### src/rtl/fetch_unit_pkg.sv
// Shared CPU package: opcode, fetch FSM encoding,
// reset PC and bubble word, IF/ID bundle type.
package fetch_unit_pkg;

  localparam logic [3:0]  OP_HLT       = 4'hF;
  localparam logic [15:0] RESET_PC     = 16'h0000;
  localparam logic [15:0] BUBBLE_INSTR = 16'h0000;

  typedef enum logic [1:0] {
    RUN       = 2'b00,
    HALT_PEND = 2'b01,
    HALTED    = 2'b10
  } fetch_state_e;

  typedef struct packed {
    logic [15:0] instr;
    logic [15:0] pc2;
    logic        valid;
  } if_id_t;

endpackage

### src/rtl/if_id_reg.sv
// IF/ID pipeline register with hold and flush.
// Flush beats hold; reset loads the bubble.
module if_id_reg #(
  parameter logic [15:0] BUBBLE_INSTR = fetch_unit_pkg::BUBBLE_INSTR
) (
  input  logic        clk,
  input  logic        rst,
  input  logic        hold,
  input  logic        flush,
  input  logic [15:0] instr_in,
  input  logic [15:0] pc2_in,
  input  logic        valid_in,
  output logic [15:0] instr,
  output logic [15:0] pc2,
  output logic        valid
);
  import fetch_unit_pkg::*;

  localparam if_id_t BUBBLE = '{
    instr: BUBBLE_INSTR,
    pc2:   16'h0000,
    valid: 1'b0
  };

  if_id_t r_q, r_d;

  always_comb begin
    r_d = r_q;
    if (flush) begin
      r_d = BUBBLE;
    end else if (!hold) begin
      r_d.instr = instr_in;
      r_d.pc2   = pc2_in;
      r_d.valid = valid_in;
    end
  end

  always_ff @(posedge clk or posedge rst) begin
    if (rst) r_q <= BUBBLE;
    else     r_q <= r_d;
  end

  assign instr = r_q.instr;
  assign pc2   = r_q.pc2;
  assign valid = r_q.valid;

endmodule

### src/rtl/fetch_unit.sv
// Fetch stage: PC register, next-PC mux and
// halt FSM driving the IF/ID register.
module fetch_unit #(
  parameter logic [15:0] RESET_PC     = fetch_unit_pkg::RESET_PC,
  parameter logic [15:0] BUBBLE_INSTR = fetch_unit_pkg::BUBBLE_INSTR
) (
  input  logic        clk,
  input  logic        rst,
  input  logic        stall,
  input  logic        redirect,
  input  logic [15:0] redirect_pc,
  input  logic        hlt_retire,
  output logic [15:0] imem_addr,
  input  logic [15:0] imem_data,
  output logic [15:0] if_id_instr,
  output logic [15:0] if_id_pc2,
  output logic        if_id_valid,
  output logic        halted
);
  import fetch_unit_pkg::*;

  fetch_state_e state_q, state_d;
  logic [15:0]  pc_q, pc_d, pc_plus2;
  logic         hold, flush, is_hlt;

  assign pc_plus2 = pc_q + 16'd2;
  assign is_hlt   = (imem_data[15:12] == OP_HLT);

  always_comb begin
    pc_d    = pc_q;
    state_d = state_q;
    hold    = 1'b1;
    flush   = 1'b0;
    unique case (state_q)
      RUN: begin
        if (redirect) begin
          pc_d  = redirect_pc;
          flush = 1'b1;
        end else if (!stall) begin
          hold = 1'b0;
          if (is_hlt) state_d = HALT_PEND;
          else        pc_d    = pc_plus2;
        end
      end
      HALT_PEND: begin
        if (redirect) begin
          pc_d    = redirect_pc;
          flush   = 1'b1;
          state_d = RUN;
        end else if (!stall) begin
          flush = 1'b1;
          if (hlt_retire) state_d = HALTED;
        end
      end
      HALTED: flush = 1'b1;
      default: state_d = RUN;
    endcase
  end

  always_ff @(posedge clk or posedge rst) begin
    if (rst) begin
      pc_q    <= RESET_PC;
      state_q <= RUN;
    end else begin
      pc_q    <= pc_d;
      state_q <= state_d;
    end
  end

  if_id_reg #(
    .BUBBLE_INSTR(BUBBLE_INSTR)
  ) u_if_id (
    .clk      (clk),
    .rst      (rst),
    .hold     (hold),
    .flush    (flush),
    .instr_in (imem_data),
    .pc2_in   (pc_plus2),
    .valid_in (1'b1),
    .instr    (if_id_instr),
    .pc2      (if_id_pc2),
    .valid    (if_id_valid)
  );

  assign imem_addr = pc_q;
  assign halted    = (state_q == HALTED);

endmodule

### config.mk
export PLATFORM = sky130hd
export DESIGN_NAME = fetch_unit
export DESIGN_NICKNAME = d
export VERILOG_FILES = /design/src/rtl/fetch_unit_pkg.sv /design/src/rtl/if_id_reg.sv /design/src/rtl/fetch_unit.sv
export SDC_FILE = /design/constraint.sdc
export NUM_CORES = 1
export LEC_CHECK = 0
export CORE_MARGIN = 5
export CORE_UTILIZATION = 45
export CTS_BUF_LIST = sky130_fd_sc_hd__clkbuf_8
export DETAILED_ROUTE_END_ITERATION = 16
export GPL_TIMING_DRIVEN = 0
export PLACE_DENSITY = 0.84
export SLEW_MARGIN = 20
export SYNTH_ARGS = -nofsm -noshare
export SYNTH_HDL_FRONTEND = slang
export SYNTH_HIERARCHICAL = 1
export SYNTH_SLANG_ARGS = --single-unit
### constraint.sdc
create_clock -name clk -period 2.3 [get_ports clk]
set_clock_uncertainty 0.05 [all_clocks]
set_input_delay 0.345 -clock clk [delete_from_list [all_inputs] [get_ports clk]]
set_output_delay 0.345 -clock clk [all_outputs]
set_load 0.01 [all_outputs]
Word level (Yosys, flattened, before mapping)
Cells that the tools add are included.
Word-level totals
  register bits after elaboration: 51
  word-level logic and storage cells: 44
Operators by class
  add/subtract/negate cells: 1
  equality and inequality tests: 12
  mux-type cells: 21
  bitwise logic cells: 1
  reduce and logical (&&, ||, !) cells: 4
Operator list (number)
  33-bit 2-to-1 mux: 2
  16-bit 2-to-1 mux: 4
  16-bit case mux with 2 select lines: 1
  16-bit by 2-bit adder with 16-bit output (second input constant): 1
  2-bit 2-to-1 mux: 6
  3-bit inequality test (second input constant): 4
  2-bit inequality test (second input constant): 5
  1-bit 2-to-1 mux: 6
  2-bit case mux with 3 select lines: 1
  6-bit AND reduction: 1
  4-bit == test (second input constant): 1
  4-bit AND reduction: 1
  1-bit case mux with 3 select lines: 1
  2-bit by 1-bit == test with 1-bit output (second input constant): 1
  2-bit == test (second input constant): 1
  2-bit logical NOT: 1
  2-bit nonzero test: 1
  1-bit inverter: 1

Logic depth before layout (Yosys ltp)
  word-level depth: 5
  depth in mapped cells: 8

By module
Netlist, hierarchy kept.
By module, submodules not included
  if_id_reg: times used 1, cells an instance 108, area each 1371.3 sq um
  fetch_unit: times used 1, cells an instance 157, area each 1338.8 sq um

Worst setup path after synthesis
OpenSTA, ideal clock, no wires.
  path type: flip-flop to flip-flop
  from: register pc_q[1], in the netlist imem_addr[1]
  to: register pc_q[13], in the netlist imem_addr[13]
  library setup time: 0.127 ns
  arrival: 1.664 ns
  required time: 2.123 ns
  setup slack: 0.459 ns
  cell stages (with the launch flop): 7
  clock period less this slack: 1.841 ns
  cell sequence: dfrtp_1 -> ha_1 -> buf_2 -> inv_1 -> or4_4 -> a211oi_1 -> o22ai_1
Between the ends
  word-level cells in the longest chain between the ends: 5
Ends and longest elaborated chain
  start: declaration: line fetch_unit.sv:23  | logic [15:0] pc_q, pc_d, pc_plus2;
  start signal: assignment: line fetch_unit.sv:65  | pc_q <= pc_d;
  16-bit by 2-bit adder with 16-bit output: line fetch_unit.sv:26  | assign pc_plus2 = pc_q + 16'd2;
  16-bit 2-to-1 mux: line fetch_unit.sv:41  | if (is_hlt) state_d = HALT_PEND;
  16-bit 2-to-1 mux: line fetch_unit.sv:39  | end else if (!stall) begin
  16-bit 2-to-1 mux: line fetch_unit.sv:36  | if (redirect) begin
  16-bit case mux with 2 select lines: line fetch_unit.sv:34  | unique case (state_q)
No other way between the ends. The select of a mux whose other input is x is not followed.
A chain may end at the register's enable or synchronous reset.

Final worst setup path
  from: register state_q[1]
  to: output port halted
Between the ends
  word-level cells in the longest chain between the ends: 1
Ends and longest elaborated chain
  start: declaration: line fetch_unit.sv:22  | fetch_state_e state_q, state_d;
  start signal: assignment: line fetch_unit.sv:66  | state_q <= state_d;
  2-bit == test: line fetch_unit.sv:86  | assign halted = (state_q == HALTED);
  end: declaration: line fetch_unit.sv:18  | output logic halted
No other way between the ends.

==> results.yml <==
placement:
  hpwl_microns: 5536
  port_buffers: 86
  post_dp_cell_area_sq_mm: 0.003665
  place.gp.congestion: 0.8772
  dp.cells: 426
finish:
  design_area_sq_mm: 0.003785
  drive_gt1_frac: 0.09471
  layout.nets: 396
  antenna_cells: 0
  syn2layout_area_growth_pct: 39.66
  stdcell_count: 434
global_routing:
  grt_pass1_vias: 2513
  grt_max_degree: 34
  track_usage: 0.2010
  grt_pass1_wl_microns: 12050
  antenna_found_initial: 0
  grt_remaining_overflow: 0
drt:
  wl_met2_microns: 3542
  wl_met3_microns: 562
  dr.pass1.iters: 4
  ant_nets: 0
  wl_per_cell_microns: 17.00
  routed.top_layer: "met4"
  routed_wl_microns: 7376
  drc: 0
  dr.first_iter.drc_count: 179
  vias_per_cell: 5.486
  dr_total_vias: 2381
  wirelength_met1_microns: 3133
worst_setup_path:
  required_ps: 1900
  r2r-start: "imem_addr[1]$_DFFE_PP0P_"
  crit_slowest_cell: "clkdlybuf4s50_1"
  end_kind: "output pin"
  crit_type: "flip-flop to output pin"
  r2r_setup_slack_ps: 250
  worstSetupStartpointType: "flip-flop"
  arrival_ps: 1790
  reg2reg_to: "imem_addr[11]$_DFFE_PP0P_"
  rr_worst_depth: 6
  slowest_delay_ps: 600
  crit_chain: "clkinvlp_4 -> nor2_1 -> clkdlybuf4s50_1"
  critPathMaxFanout: 10
logic_synthesis:
  synth_area_leaders: "dfrtp_1 (47%), mux2i_1 (13%), nor2_1 (5.3%), nand3_1 (2.6%), xnor2_1 (2.6%)"
  synth_nets: 303
  syn_area_sq_mm: 0.002710
  ys_types: 46
  synth_edf_count: 0
  ys_seq_area_frac: 0.4709
  postSynthAreaPerCell_sq_um: 10.23
  synthFlopType: "dfrtp_1"
  syn_inst: 265
  yosysTopAreaCell: "dfrtp_1"
  async_flop_share: 1.000
  synth_top_area_frac: 0.4709
  synth-seq-cells: 51
  yosysWarnings: 6
  synth_common_cells: "dfrtp_1 (51), nor2_1 (38), mux2i_1 (36), nand3_1 (14)"
  synth.most_common_cell: "dfrtp_1"
clock_network:
  clkTransAtPathRegs_ps: 110
  cts-root-buf: "clkbuf_8"
  cts_tree: "yes"
  cts_max_level: 2
  worstSkewPairLatency_ps: 320
  max-clock-path-buffers: 2
  numCtsBuffers: 5
  postCtsSetupBuffers: 0
  cts_sinks: 51
sta:
  final_hold_viol_count: 0
  slew_headroom: 0.5174
  fmax_ghz: 0.4581
  final.min_clock_period_ps: 2183
  fin_crit_sh: 0.9491
  hold_slack_ps: 433.9
  setup_viol: 0
  tns_ps: 0
  slew_violations: 0
  worst_slew_pin_slew_ps: 723.1
  rsz0062_at_grt: "false"
floorplan:
  die_w_microns: 87.61
  initial_core_util: 0.4605
  rows: 28
  fp.dieH_microns: 87.61
  io_pins: 87
  die-area_sq_mm: 0.007675
  core-area_sq_mm: 0.005886
worst_hold_path:
  hp-class: "primary input to asynchronous set/reset pin"
outcome:
  status: "complete, no violations"
power:
  vdd_drop_max_mv: 0.4041
  p_leak_nw: 1.778
  powerDensity_mw_per_mm2: 667.7
flow_run:
  cap_violations: 0
==> cell type report <==
| cell class | count | area (sq um) |
|---|---|---|
| Buffer | 19 | 148.9 |
| Clock buffer | 5 | 68.82 |
| Clock inverter | 3 | 46.29 |
| Fill cell | 483 | 2101 |
| Inverter | 12 | 48.80 |
| Multi-Input combinational cell | 183 | 1241 |
| Sequential cell | 51 | 1276 |
| Tap cell | 75 | 93.84 |
| Timing Repair Buffer | 86 | 860.8 |
==> worst max-delay path by stage <==
stage	from	to	slack [ps]	cells after the start
final	state_q[1]$_DFFE_PP0P_	halted	120	3
after global routing	state_q[1]$_DFFE_PP0P_	halted	30	3
after CTS	state_q[1]$_DFFE_PP0P_	halted	80	3
after detailed placement	redirect	u_if_id/pc2[14]$_DFFE_PP0P_	-80	7
after global placement	redirect	u_if_id/pc2[14]$_DFFE_PP0P_	-2	7
after floorplan	imem_addr[1]$_DFFE_PP0P_	imem_addr[13]$_DFFE_PP0P_	460	6
==> sequential cells by signal (all words and copies together), names as in the netlist <==
register and count:
u_if_id/pc2 16, imem_addr 16, u_if_id/valid 1, u_if_id/instr 16, state_q 2
==> kinds of logic after synthesis <==
family	count (synthesis)	synth area share
AOI/OAI and AO/OA	49	0.1274
adders and majority gates	1	0.004616
muxes	36	0.1330
xor gates and xnor gates	12	0.03878
and+or+nand+nor	84	0.1528
buffers and inverters	31	0.07110
DFF	51	0.4709
other	1	0.001384
==> routing by layer <==
metal,track usage,vias to the layer above
li1,-,1113
met1,0.2559,1156
met2,0.3452,101
met3,0.04421,11
met4,0.05579,0
met5,0,-
==> metrics by stage <==
stage                     total power [mW]  setup WS, ps  utilization
after global placement               1.869        -1.803       0.6227
after global routing                 2.658         25.06       0.6431
after floorplan                      1.517         458.6            -
final                                2.527         117.0       0.6431
after CTS                            2.535         77.36       0.6422
after detailed placement             1.891        -79.58       0.6227
==> critical path: cells and delay by family, from the launching register on <==
kind | cells | cell delay, ps
buffers and inverters | 2 | 820
flip-flops | 1 | 430
AND/OR/NAND/NOR | 1 | 230
==> where the power goes <==
| group | leakage [nW] | internal (mW) | switching (mW) | total (mW) |
|---|---|---|---|---|
| clock | 0.0548 | 0.328 | 0.318 | 0.646 |
| sequential | 0.662 | 0.987 | 0.0981 | 1.09 |
| combinational | 1.06 | 0.408 | 0.388 | 0.796 |
==> placed cells by master (no fill, tap or decap), drive strengths merged, types with 2 or more instances in the layout <==
cell type / n
buf: 12
or4: 3
nand2: 12
dfrtp: 51
mux2i: 36
a2bb2oi: 5
xnor2: 8
nand4: 4
nor3: 3
clkbuf: 12
inv: 12
or3: 2
a21oi: 6
o22ai: 5
o31a: 2
nor2: 39
o211ai: 3
nand3: 14
a211oi: 7
nor4: 2
clkinvlp: 2
clkdlybuf4s50: 86
a41o: 2
xor2: 4
o21ai: 12
==> repair_timing <==
| item | 4_1_cts | 5_1_grt |
|---|---|---|
| endpoints found under the setup margin | 0 | 2 |
| resized for setup | 0 | 3 |
| hold buffers | 0 | 0 |
| endpoints found under the hold margin | 0 | 0 |
Note: power is estimated with default switching activity, not from simulation.
